File: src/rtl/xc20xx_clbse_bank.sv
// -----------------------------------------------------------------------------
// xc20xx_clbse_bank
//
// A bank of WIDTH CLB storage elements that share one clock. Each channel has
// its own clock enable and synchronous set/clear. The whole bank runs in one
// of three update modes:
//   "DFF"    : Q[i] <= D[i] when CE[i] is high
//   "TOGGLE" : Q[i] <= Q[i] ^ D[i] when CE[i] is high
//   "SHIFT"  : Q <= {Q[WIDTH-2:0], SI} when CE[0] is high
// A readback port snapshots Q into a shadow register and shifts it out
// LSB-first, one bit per RB_SHIFT strobe.
//
// Ports
//   K          clock; all state changes on the rising edge
//   R          synchronous reset, active-high; overrides every other input
//   CE[W]      per-channel clock enable (SHIFT mode uses CE[0] only)
//   D[W]       per-channel data from the LUT F/G outputs
//   SET[W]     per-channel synchronous set; ignores CE
//   CLR[W]     per-channel synchronous clear; ignores CE
//   SI         serial input for SHIFT mode
//   Q[W]       registered storage outputs
//   RB_CAP     readback capture request (honoured in IDLE only)
//   RB_SHIFT   readback shift strobe (honoured in SHIFT only)
//   RB_OUT     current readback bit, shadow[0]
//   RB_BUSY    high while the readback FSM is shifting
//   RB_DONE    one-cycle pulse after the last readback bit is consumed
// -----------------------------------------------------------------------------
module xc20xx_clbse_bank #(
  parameter int               WIDTH   = 4,
  parameter string            MODE    = "DFF",
  parameter string            SR_PRIO = "CLR",
  parameter logic [WIDTH-1:0] INIT    = '0
) (
  input  logic             K,
  input  logic             R,
  input  logic [WIDTH-1:0] CE,
  input  logic [WIDTH-1:0] D,
  input  logic [WIDTH-1:0] SET,
  input  logic [WIDTH-1:0] CLR,
  input  logic             SI,
  output logic [WIDTH-1:0] Q,
  input  logic             RB_CAP,
  input  logic             RB_SHIFT,
  output logic             RB_OUT,
  output logic             RB_BUSY,
  output logic             RB_DONE
);

  localparam int  CW       = $clog2(WIDTH + 1);
  localparam bit  IS_DFF   = (MODE == "DFF");
  localparam bit  IS_TOG   = (MODE == "TOGGLE");
  localparam bit  IS_SHIFT = (MODE == "SHIFT");
  // An unrecognised MODE string decodes to none of the above: channels only
  // respond to R and SET/CLR and otherwise hold.
  localparam bit  SET_WINS = (SR_PRIO == "SET");

  typedef enum logic {ST_IDLE, ST_SHIFT} rb_state_e;

  rb_state_e        state_q, state_d;
  logic [WIDTH-1:0] shadow_q;
  logic [CW-1:0]    cnt_q;
  logic             done_q;

  logic [WIDTH-1:0] q_mode, q_next;
  logic [WIDTH:0]   shift_ext;
  logic             cap_go, shift_go, last_shift;

  // ---------------------------------------------------------------------------
  // Storage next-state: mode update gated by CE, then SET/CLR override per bit.
  // ---------------------------------------------------------------------------
  always_comb begin
    // NOTE: every variable driven here gets a default first so no path leaves
    // it unassigned; otherwise synthesis infers a latch.
    q_mode    = Q;
    q_next    = Q;
    // Widening by one bit lets WIDTH=1 shift without a zero-width slice.
    shift_ext = {Q, SI};

    if (IS_SHIFT) begin
      if (CE[0]) q_mode = shift_ext[WIDTH-1:0];
    end else begin
      for (int i = 0; i < WIDTH; i++) begin
        if (CE[i]) begin
          if (IS_DFF)      q_mode[i] = D[i];
          else if (IS_TOG) q_mode[i] = Q[i] ^ D[i];
        end
      end
    end

    for (int i = 0; i < WIDTH; i++) begin
      if (SET[i] && CLR[i]) q_next[i] = SET_WINS;
      else if (SET[i])      q_next[i] = 1'b1;
      else if (CLR[i])      q_next[i] = 1'b0;
      else                  q_next[i] = q_mode[i];
    end
  end

  // ---------------------------------------------------------------------------
  // Readback FSM next state.
  // ---------------------------------------------------------------------------
  always_comb begin
    state_d    = state_q;
    cap_go     = 1'b0;
    shift_go   = 1'b0;
    last_shift = 1'b0;
    case (state_q)
      ST_IDLE: begin
        // RB_SHIFT is meaningless here, including alongside a capture.
        if (RB_CAP) begin
          cap_go  = 1'b1;
          state_d = ST_SHIFT;
        end
      end
      ST_SHIFT: begin
        if (RB_SHIFT) begin
          shift_go   = 1'b1;
          last_shift = (cnt_q == CW'(1));
          if (last_shift) state_d = ST_IDLE;
        end
      end
      default: state_d = ST_IDLE;
    endcase
  end

  // ---------------------------------------------------------------------------
  // State registers.
  // ---------------------------------------------------------------------------
  always_ff @(posedge K) begin
    // NOTE: non-blocking assignments throughout, so shadow captures the Q
    // value from before this edge while Q itself updates on the same edge.
    if (R) begin
      Q        <= INIT;
      shadow_q <= '0;
      cnt_q    <= '0;
      state_q  <= ST_IDLE;
      done_q   <= 1'b0;
    end else begin
      Q       <= q_next;
      state_q <= state_d;
      done_q  <= last_shift;
      if (cap_go) begin
        shadow_q <= Q;
        cnt_q    <= CW'(WIDTH);
      end else if (shift_go) begin
        shadow_q <= shadow_q >> 1;
        cnt_q    <= cnt_q - CW'(1);
      end
    end
  end

  assign RB_OUT  = shadow_q[0];
  assign RB_BUSY = (state_q == ST_SHIFT);
  assign RB_DONE = done_q;

endmodule

File: config.mk
export PLATFORM = sky130hd
export DESIGN_NAME = xc20xx_clbse_bank
export DESIGN_NICKNAME = d
export VERILOG_FILES = /design/src/rtl/xc20xx_clbse_bank.sv
export SDC_FILE = /design/constraint.sdc
export NUM_CORES = 1
export LEC_CHECK = 0
export ABC_AREA = 1
export CORE_MARGIN = 2
export CORE_UTILIZATION = 40
export DETAILED_ROUTE_END_ITERATION = 7
export DONT_BUFFER_PORTS = 1
export GPL_ROUTABILITY_DRIVEN = 0
export GPL_TIMING_DRIVEN = 0
export SKIP_LAST_GASP = 1
export SLEW_MARGIN = 20
export SYNTH_ARGS = -nofsm -noshare
export SYNTH_HDL_FRONTEND = slang
export SYNTH_SLANG_ARGS = --single-unit
File: constraint.sdc
create_clock -name K -period 1.3 [get_ports K]
set_clock_uncertainty 0.2 [all_clocks]
set_input_delay 0.195 -clock K [delete_from_list [all_inputs] [get_ports K]]
set_output_delay 0.195 -clock K [all_outputs]
set_load 0.05 [all_outputs]
==> flow_summary_export.csv, run 1 <==
group,metric,value,unit
place,port_buffers,0,
layout,drive_above_1_share,0.202,
timing,finalSetupTns,0,ns
cts,clock_tree.htree_level_count,1,
detailed_routing,overall_via_count_from_detail_route,598,
timing,finalSetupViolCount,0,
critical_path,cpPeakStageDelay,0.47,ns
grt,groute.usage.overall,0.178,
cts,cts_inserted_buffers,3,
synth,post_synth.cell_area_avg,7.06,um2
layout,syn2layout_area_growth,40.1,%
cts,sinks_on_the_clock_net,13,
timing,timing.final.max_slew_violations,0,
outcome,violations,"hold timing",
layout,final_net_count,133,
critical_path,cell_by_cell_listing_of_the_critical_path,"nand2_2, nand2_1, nand2_1, inv_1, nor2_1",
critical_path,reg2reg_depth,5,
grt,maximum_number_of_pins_on_one_net_before_global_route_repair,11,
grt,antenna_found_initial,0,
synth,synth_fp_nets,110,
grt,first_global_vias,580,
floorplan,start_util,0.418,
timing,layout_min_cycle_time,1.26,ns
layout,nFillCells,136,
synth,ys_warn_count,0,
critical_path,terminus_of_the_critical_flop_to_flop_path,"shadow_q[2]$_SDFFE_PP0P_",
cts,clk_root_buffer_cell,"sky130_fd_sc_hd__clkbuf_4",
detailed_routing,avgViaCountPerCell,4.78,
worst_hold_path,min_delay_src,"RB_SHIFT",
critical_path,r2r_slack,0.04,ns
outcome,status,"complete, but fails checks",
cts,worst_case_clock_buffer_depth,2,
timing,final.period_utilization,0.969,
grt,grt-ovfl-total,0,
worst_hold_path,holdCritPathClass,"input pin to register",
place,postPlaceCellArea,639,um2
critical_path,timing.critical_path.to_type,"register",
pwr,finalPower,0.893,mW
synth,netlist_area,614,um2
detailed_routing,drt_first_iter_violations,9,
detailed_routing,route.final.wire_length,1400,um
place,dp_slack,-0.0717,ns
synth,yosys_register_bits,13,
pwr,power_density,1040,mW/mm2
critical_path,timing.critical_path.slowest_stage_cell,"sky130_fd_sc_hd__dfxtp_4",
cts,tritoncts,"built",
layout,antennaDiodeCount,0,
timing,final_critical_path_setup_slack,0.0404,ns
detailed_routing,drt_pass1_iterations,4,
critical_path,cp_data_required_time,1.29,ns
synth,yosys.cell_types.count,16,
synth,ys_seq_area_frac,0.424,
pwr,leakage_power,0.392,nW
layout,multi_input_comb_area,294,um2
timing,timing.fmax,0.794,GHz
synth,synthCells,87,
detailed_routing,routed_wire_length_per_instance,11.2,um
critical_path,setup.worst_path.start_class,"register",
cts,cts.hold.buffers_added,18,
timing,count_of_endpoints_failing_hold_in_the_final_timing_report,3,
worst_hold_path,worst_hold_path.endpoint,"cnt_q[2]$_SDFFE_PP0P_",
critical_path,timing.critical_path.max_delay_family,"flip-flops",
critical_path,arrival_time_at_the_worst_endpoint,1.25,ns
floorplan,core-area,0.00147,mm2
cts,clk-insertion-delay-late,0.28,ns
detailed_routing,detail-route-antenna-nets,0,
floorplan,floorplan.rows,14,
floorplan,floorplan.die.width,43.2,um
critical_path,timing.rr.start,"RB_BUSY$_SDFF_PP0_",
layout,final_cell_area,861,um2
floorplan,die-area,0.00187,mm2
critical_path,critPathBufInv,1,
layout,final-seq-area,277,um2
timing,hold_ws,-0.0390,ns
worst_hold_path,hold-path-cell-count,4,
detailed_routing,post-route-drc-count,0,
pwr,ir_drop,0.000475,V
timing,grt_setup_unrepaired,"yes",
timing,slew_headroom,0.810,
place,hpwlAfterDp,828,um
critical_path,top_fanout_value_on_the_critical_path,10,
critical_path,timing.setup.critical_path_class,"register to register",
floorplan,top_level_ports,28,
grt,grt_first_pass_wirelength,2390,um
floorplan,die-height,43.2,um
critical_path,critical_path.most_common_cell,"sky130_fd_sc_hd__nand2_1",
cts,clkTransAtPathRegs,0.09,ns
timing,worstMarginPinSlew,0.285,ns
flow_run,max_cap_viol_count,0,
layout,finish.cell_count_without_fillers,125,
place,placedCellCount,103,
logic make-up after synthesis:
logic type | count (synthesis) | share of synthesized area
flip-flops | 13 | 0.424
AO/OA/AOI/OAI | 15 | 0.124
buffers and inverters | 17 | 0.104
adder cells (fa/ha/maj) | 2 | 0.0407
AND/OR/NAND/NOR | 40 | 0.308
layout by cell type, fill, tap and decap left out:
cell type	instances
sky130_fd_sc_hd__a21oi_1	11
sky130_fd_sc_hd__a31oi_1	1
sky130_fd_sc_hd__clkbuf_1	1
sky130_fd_sc_hd__clkbuf_4	3
sky130_fd_sc_hd__dfxtp_1	6
sky130_fd_sc_hd__dfxtp_2	4
sky130_fd_sc_hd__dfxtp_4	3
sky130_fd_sc_hd__dlygate4sd3_1	18
sky130_fd_sc_hd__ha_1	2
sky130_fd_sc_hd__inv_1	15
sky130_fd_sc_hd__inv_2	2
sky130_fd_sc_hd__nand2_1	18
sky130_fd_sc_hd__nand2_2	1
sky130_fd_sc_hd__nand2_4	1
sky130_fd_sc_hd__nand3_1	6
sky130_fd_sc_hd__nand4_1	1
sky130_fd_sc_hd__nor2_1	5
sky130_fd_sc_hd__nor3_1	1
sky130_fd_sc_hd__o21ai_0	2
sky130_fd_sc_hd__o21ai_2	1
sky130_fd_sc_hd__or2_2	7
worst reg2reg max path, delay by kind of cell, from the launching register on:
kind	cells	cell delay (ns)
buffers and inverters	1	0.05
flip-flops	1	0.47
AND/OR/NAND/NOR	4	0.44
metal layers:
layer	global-route usage	part of all wire	vias up
li1	-	-	316
met5	0	0	-
met4	0.145	0.030	0
met3	0.0638	0.066	5
met1	0.192	0.44	250
met2	0.275	0.47	27
report_power, final:
| group | leakage, nW | internal, mW | switching (mW) |
|---|---|---|---|
| Combinational | 0.266 | 0.0782 | 0.0737 |
| Sequential | 0.111 | 0.424 | 0.0572 |
| Clock | 0.0150 | 0.119 | 0.140 |
synth_stat cells (all sizes together):
library cell / instances / share of area
inv: 17 / 0.10
nor2: 5 / 0.031
nor3: 1 / 0.0081
or2: 7 / 0.071
a31oi: 1 / 0.010
o21ai: 3 / 0.024
ha: 2 / 0.041
nand4: 1 / 0.010
dfxtp: 13 / 0.42
a21oi: 11 / 0.090
nand2: 20 / 0.14
nand3: 6 / 0.049
worst max-delay path by stage:
stage	startpoint	cells after the start	endpoint	slack, ns
global route	RB_BUSY$_SDFF_PP0_	5	shadow_q[2]$_SDFFE_PP0P_	-0.03
finish	RB_BUSY$_SDFF_PP0_	5	shadow_q[2]$_SDFFE_PP0P_	0.04
detailed placement	RB_BUSY$_SDFF_PP0_	5	shadow_q[2]$_SDFFE_PP0P_	-0.07
global placement	RB_BUSY$_SDFF_PP0_	5	shadow_q[2]$_SDFFE_PP0P_	-0.07
floorplan	RB_BUSY$_SDFF_PP0_	5	cnt_q[1]$_SDFFE_PP0P_	0.05
CTS	R	6	shadow_q[2]$_SDFFE_PP0P_	0.01
cell type report:
class / count / area share
multi-input combinational: 57 / 0.342
clock buffer: 4 / 0.0305
inverter: 17 / 0.0741
sequential: 13 / 0.321
tap: 16 / 0.0233
timing repair buffer: 18 / 0.209
state kept, by name (all words and copies together) (netlist names):
name	flops
Q	4
RB_BUSY	1
RB_DONE	1
cnt_q	3
shadow_q	4
through the flow:
stage                util  hold WS, ns
finish              0.585      -0.0390
global route        0.585      -0.0295
CTS                 0.579      -0.0518
detailed placement  0.435       0.0754
global placement    0.435       0.0747
floorplan               -       0.0716
repair_timing:
item	CTS	global route
gates resized for setup	4	4
hold endpoints to repair	13	2
cloned	0	0
setup endpoints to repair	9	7
buffers inserted	0	0
Note: power is estimated with default switching activity, not from simulation.
==> run 2: changes to the inputs <==
==> constraint.sdc (replaced) <==
create_clock -name K -period 1.3 [get_ports K]
set_clock_uncertainty 0.2 [all_clocks]
set_input_delay 0.13 -clock K [delete_from_list [all_inputs] [get_ports K]]
set_output_delay 0.13 -clock K [all_outputs]
set_load 0.05 [all_outputs]
==> run 2 against run 1 <==
The flow now finishes without violations. Core utilization increased by 0.34 points. Die area stayed put. Clock-buffer cell count did not move. Clock power down 2%. Hold slack better by 0.33 ns. Sequential power is essentially flat. First-iteration DRC count is 11% higher. Largest cell class unchanged.
==> flow_summary_export.csv, run 2 (synthesis results as in run 1) <==
group,metric,value,unit
floorplan,die-height,43.2,um
pwr,share_comb_of_total_power,0.174,
grt,maximum_number_of_pins_on_one_net_before_global_route_repair,11,
layout,most_common_library_cell_in_the_layout_ignoring_fill_and_taps,"sky130_fd_sc_hd__dlygate4sd3_1",
timing,worstMarginPinSlew,0.501,ns
timing,timing.final.max_slew_violations,0,
floorplan,start_util,0.418,
layout,antennaDiodeCount,0,
outcome,status,"finished clean",
timing,grt_setup_unrepaired,"yes",
grt,first_global_vias,565,
cts,tritoncts,"built",
critical_path,cell_by_cell_listing_of_the_critical_path,"nand2_2, nand2_1, nand2_1, inv_1, nor2_1",
floorplan,die-area,0.00187,mm2
critical_path,timing.setup.critical_path_class,"register to register",
pwr,swShare,0.299,
pwr,power_switching,0.267,mW
detailed_routing,routed_wire_length_per_instance,10.6,um
layout,syn2layout_area_growth,40.9,%
cts,worst_case_clock_buffer_depth,2,
critical_path,critical_path.most_common_cell,"sky130_fd_sc_hd__nand2_1",
pwr,power_report.internal_total,0.624,mW
cts,sinks_on_the_clock_net,13,
timing,layout_min_cycle_time,1.26,ns
layout,reg.largest.list,"Q (4), shadow_q (4), cnt_q (3)",
grt,antenna_found_initial,0,
timing,final_critical_path_setup_slack,0.0353,ns
pwr,power_density,1030,mW/mm2
critical_path,arrival_time_at_the_worst_endpoint,1.25,ns
worst_hold_path,holdCritPathClass,"register to register",
layout,final_net_count,134,
layout,most_frequent_cells_in_the_layout,"19 x sky130_fd_sc_hd__dlygate4sd3_1, 18 x sky130_fd_sc_hd__nand2_1, 15 x sky130_fd_sc_hd__inv_1",
grt,grt-ovfl-total,0,
critical_path,cp_data_required_time,1.28,ns
layout,drive_above_1_share,0.182,
timing,slew_headroom,0.665,
pwr,pwr-share-seq,0.541,
layout,nFillCells,141,
pwr,clkPwrFrac,0.285,
detailed_routing,drt_first_iter_violations,10,
flow_run,max_cap_viol_count,0,
detailed_routing,avgViaCountPerCell,4.87,
timing,hold_ws,0.286,ns
timing,finalSetupViolCount,0,
floorplan,top_level_ports,28,
critical_path,setup.worst_path.start_class,"register",
grt,groute.usage.overall,0.168,
timing,timing.fmax,0.791,GHz
floorplan,core-area,0.00147,mm2
cts,clk_root_buffer_cell,"sky130_fd_sc_hd__clkbuf_4",
detailed_routing,overall_via_count_from_detail_route,614,
layout,utilization,0.588,
detailed_routing,drt_pass1_iterations,3,
critical_path,timing.critical_path.slowest_stage_cell,"sky130_fd_sc_hd__dfxtp_4",
grt,grt_first_pass_wirelength,2260,um
detailed_routing,detail-route-antenna-nets,0,
timing,final.period_utilization,0.973,
place,port_buffers,0,
critical_path,cpPeakStageDelay,0.47,ns
critical_path,timing.critical_path.to_type,"register",
place,dp_slack,-0.0717,ns
critical_path,top_fanout_value_on_the_critical_path,10,
detailed_routing,post-route-drc-count,0,
pwr,leakage_power,0.398,nW
floorplan,floorplan.rows,14,
place,hpwlAfterDp,828,um
cts,clk-insertion-delay-late,0.28,ns
pwr,ir_drop,0.000476,V
cts,cts_inserted_buffers,3,
cts,clock_tree.htree_level_count,1,
cts,clkTransAtPathRegs,0.08,ns
timing,count_of_endpoints_failing_hold_in_the_final_timing_report,0,
floorplan,floorplan.die.width,43.2,um
detailed_routing,route.final.wire_length,1340,um
run 2: path summary, 6_finish.rpt:
path	startpoint	endpoint	slack [ns]	depth (start not counted)
worst max-delay path	RB_BUSY$_SDFF_PP0_	shadow_q[2]$_SDFFE_PP0P_	0.04	5
worst min-delay path	cnt_q[0]$_SDFFE_PP0P_	cnt_q[0]$_SDFFE_PP0P_	0.29	2
worst max register to register	RB_BUSY$_SDFF_PP0_	shadow_q[2]$_SDFFE_PP0P_	0.04	5
worst min register to register	cnt_q[0]$_SDFFE_PP0P_	cnt_q[0]$_SDFFE_PP0P_	0.29	2
run 2: per-layer routing:
metal / wire length [um] / GRT usage
met5: 0 / 0
met4: 42 / 0.145
met3: 106 / 0.0681
met2: 601 / 0.251
met1: 590 / 0.179
run 2: critical path: cells and delay by family (launching register included):
kind	cells	cell delay (ns)
flops	1	0.47
simple gates	4	0.44
buf+inv	1	0.05
run 2: final cells by class:
cell class,instances,area (um2),share of cell area
multi-input cells,57,294,0.340
flip-flops and latches,13,272,0.314
repair buffers,19,190,0.220
inverters,17,63.8,0.0737
clock buffers,4,26.3,0.0303
well taps,16,20.0,0.0231
run 2: timing repair:
action | 4_1_cts | 5_1_grt
hold buffers | 19 | 0
endpoints found under the setup margin | 6 | 8
setup buffers | 0 | 0
resized for setup | 1 | 4
hold endpoints to repair | 13 | 0
pin swaps | 0 | 0
run 2: per-stage QoR:
stage          TNS [ns]  area (um2)  total power [mW]  instances
2_1_floorplan         0         619             0.575         87
3_3_place_gp     -0.181         639             0.590        103
5_1_grt          -0.124         866             0.950        126
4_1_cts               0         858             0.903        126
3_5_place_dp     -0.173         639             0.594        103
6_report              0         866             0.891        126
run 2: power groups by stage:
stage               sequential [mW]  combinational (mW)  clock [mW]
global route                  0.486               0.177       0.288
CTS                           0.483               0.152       0.268
detailed placement            0.493               0.101           0
global placement              0.492              0.0985           0
finish                        0.482               0.155       0.254
floorplan                     0.489              0.0858           0
==> run 3: changes to the inputs <==
Settings changed: CORE_MARGIN 2 to 3.
==> run 3 against run 2 <==
Critical path depth is 1 higher. Non-clock buffer count is 2 higher. Clock power hardly changed. Total power is 2.3% higher. Global-route usage is 1.5 points lower. Largest cell class unchanged. Highest routed layer unchanged.
==> flow_summary_export.csv, run 3 (synthesis results as in run 1) <==
group,metric,value,unit
outcome,status,"finished clean",
grt,grt-ovfl-total,0,
critical_path,reg2reg_depth,6,
layout,reg.largest.list,"Q (4), shadow_q (4), cnt_q (3)",
timing,grt_setup_unrepaired,"yes",
floorplan,die-height,45.2,um
pwr,swShare,0.305,
critical_path,timing.rr.start,"RB_BUSY$_SDFF_PP0_",
cts,worst_case_clock_buffer_depth,2,
timing,timing.final.max_slew_violations,0,
timing,slew_headroom,0.687,
floorplan,top_level_ports,28,
worst_hold_path,holdCritPathClass,"input pin to register",
layout,antennaDiodeCount,0,
critical_path,timing.setup.critical_path_class,"register to register",
critical_path,timing.critical_path.to_type,"register",
critical_path,arrival_time_at_the_worst_endpoint,1.25,ns
critical_path,r2r_slack,0.04,ns
pwr,ir_drop,0.000533,V
pwr,pwr-share-seq,0.532,
cts,tritoncts,"built",
grt,groute.usage.overall,0.153,
layout,final_net_count,136,
grt,maximum_number_of_pins_on_one_net_before_global_route_repair,11,
floorplan,floorplan.rows,13,
critical_path,cp_data_required_time,1.28,ns
floorplan,core-area,0.00137,mm2
timing,finalSetupTns,0,ns
pwr,leakage_power,0.423,nW
pwr,clkPwrFrac,0.281,
cts,cts_inserted_buffers,3,
timing,layout_min_cycle_time,1.26,ns
critical_path,cell_by_cell_listing_of_the_critical_path,"inv_4, nand2_4, buf_6, nand3_1, nand2_1, inv_1",
floorplan,start_util,0.450,
timing,finalSetupViolCount,0,
critical_path,worst_setup_path_startpoint,"RB_BUSY$_SDFF_PP0_",
grt,first_global_vias,539,
place,dp_slack,-0.0734,ns
timing,final_critical_path_setup_slack,0.0396,ns
detailed_routing,route.final.wire_length,1410,um
detailed_routing,drt_first_iter_violations,9,
detailed_routing,routed_wire_length_per_instance,11.1,um
layout,most_common_library_cell_in_the_layout_ignoring_fill_and_taps,"sky130_fd_sc_hd__dlygate4sd3_1",
critical_path,setup.worst_path.start_class,"register",
detailed_routing,post-route-drc-count,0,
detailed_routing,drt_pass1_iterations,4,
place,hpwlAfterDp,836,um
layout,drive_above_1_share,0.223,
grt,grt_first_pass_wirelength,2250,um
floorplan,die-area,0.00204,mm2
layout,syn2layout_area_growth,48.9,%
place,port_buffers,0,
critical_path,crit_path_end,"cnt_q[2]$_SDFFE_PP0P_",
layout,nFillCells,113,
timing,final.period_utilization,0.970,
flow_run,max_cap_viol_count,0,
cts,clk_root_buffer_cell,"sky130_fd_sc_hd__clkbuf_4",
critical_path,timing.critical_path.slowest_stage_cell,"sky130_fd_sc_hd__dfxtp_4",
critical_path,top_fanout_value_on_the_critical_path,6,
cts,clkTransAtPathRegs,0.08,ns
pwr,power_switching,0.278,mW
cts,clock_tree.htree_level_count,1,
detailed_routing,avgViaCountPerCell,4.80,
timing,timing.fmax,0.793,GHz
pwr,power_density,996,mW/mm2
timing,worstMarginPinSlew,0.469,ns
critical_path,terminus_of_the_critical_flop_to_flop_path,"cnt_q[2]$_SDFFE_PP0P_",
critical_path,cpPeakStageDelay,0.51,ns
detailed_routing,overall_via_count_from_detail_route,610,
layout,most_frequent_cells_in_the_layout,"18 x sky130_fd_sc_hd__dlygate4sd3_1, 17 x sky130_fd_sc_hd__nand2_1, 16 x sky130_fd_sc_hd__inv_1",
cts,sinks_on_the_clock_net,13,
pwr,power_report.internal_total,0.633,mW
floorplan,floorplan.die.width,45.2,um
grt,antenna_found_initial,0,
cts,clk-insertion-delay-late,0.28,ns
timing,count_of_endpoints_failing_hold_in_the_final_timing_report,0,
pwr,share_comb_of_total_power,0.187,
detailed_routing,detail-route-antenna-nets,0,
-- run 3: how the worst min path moves through the flow --
stage | start | to | slack [ns] | depth (start not counted)
5_1_grt | R | RB_DONE$_SDFF_PP0_ | 0.14 | 2
4_1_cts | cnt_q[1]$_SDFFE_PP0P_ | cnt_q[1]$_SDFFE_PP0P_ | 0.29 | 2
2_1_floorplan | R | RB_DONE$_SDFF_PP0_ | 0.007 | 1
6_report | R | RB_DONE$_SDFF_PP0_ | 0.1 | 2
3_3_place_gp | R | RB_DONE$_SDFF_PP0_ | 0.009 | 1
3_5_place_dp | R | RB_DONE$_SDFF_PP0_ | 0.01 | 1
-- run 3: power groups by stage --
stage / logic, mW / registers (mW) / clock network (mW)
after floorplan: 0.0858 / 0.489 / 0
after global placement: 0.0988 / 0.492 / 0
after detailed placement: 0.100 / 0.493 / 0
after CTS: 0.152 / 0.483 / 0.264
after global routing: 0.193 / 0.489 / 0.279
final: 0.170 / 0.485 / 0.256
-- run 3: worst max-delay path, delay by kind of cell, from the launching register on --
family                 cells  cell delay [ns]
buffers and inverters      3             0.22
and+or+nand+nor            3             0.23
DFF                        1             0.51
-- run 3: area by class of cell --
class | count | area (um2) | area share
tap | 15 | 18.8 | 0.0205
clock buffer | 4 | 26.3 | 0.0287
timing repair buffer | 21 | 211 | 0.231
multi-input combinational | 57 | 315 | 0.345
inverter | 17 | 66.3 | 0.0725
sequential | 13 | 277 | 0.302
-- run 3: layer usage --
metal  global-route usage  part of all wire  vias up
met5                    0                 0        -
met4               0.0526             0.014        0
met3               0.0637             0.063        4
met2                0.232              0.46       21
met1                0.195              0.46      263
li1                     -                 -      322
-- run 3: metrics by stage --
stage	total power [mW]	utilization	std cells	hold WS, ns	cell area [um2]
after floorplan	0.575	-	87	0.00662	619
after global placement	0.591	0.467	102	0.00895	638
after detailed placement	0.593	0.467	102	0.0116	638
after CTS	0.898	0.627	125	0.291	857
after global routing	0.961	0.669	127	0.136	915
final	0.911	0.669	127	0.0990	915
-- run 3: repair_timing --
action	4_1_cts	5_1_grt
resized for setup	1	16
pin swaps	0	4
buffers inserted	0	2
hold buffers	19	0
hold endpoints to repair	13	0
setup endpoints to repair	6	7
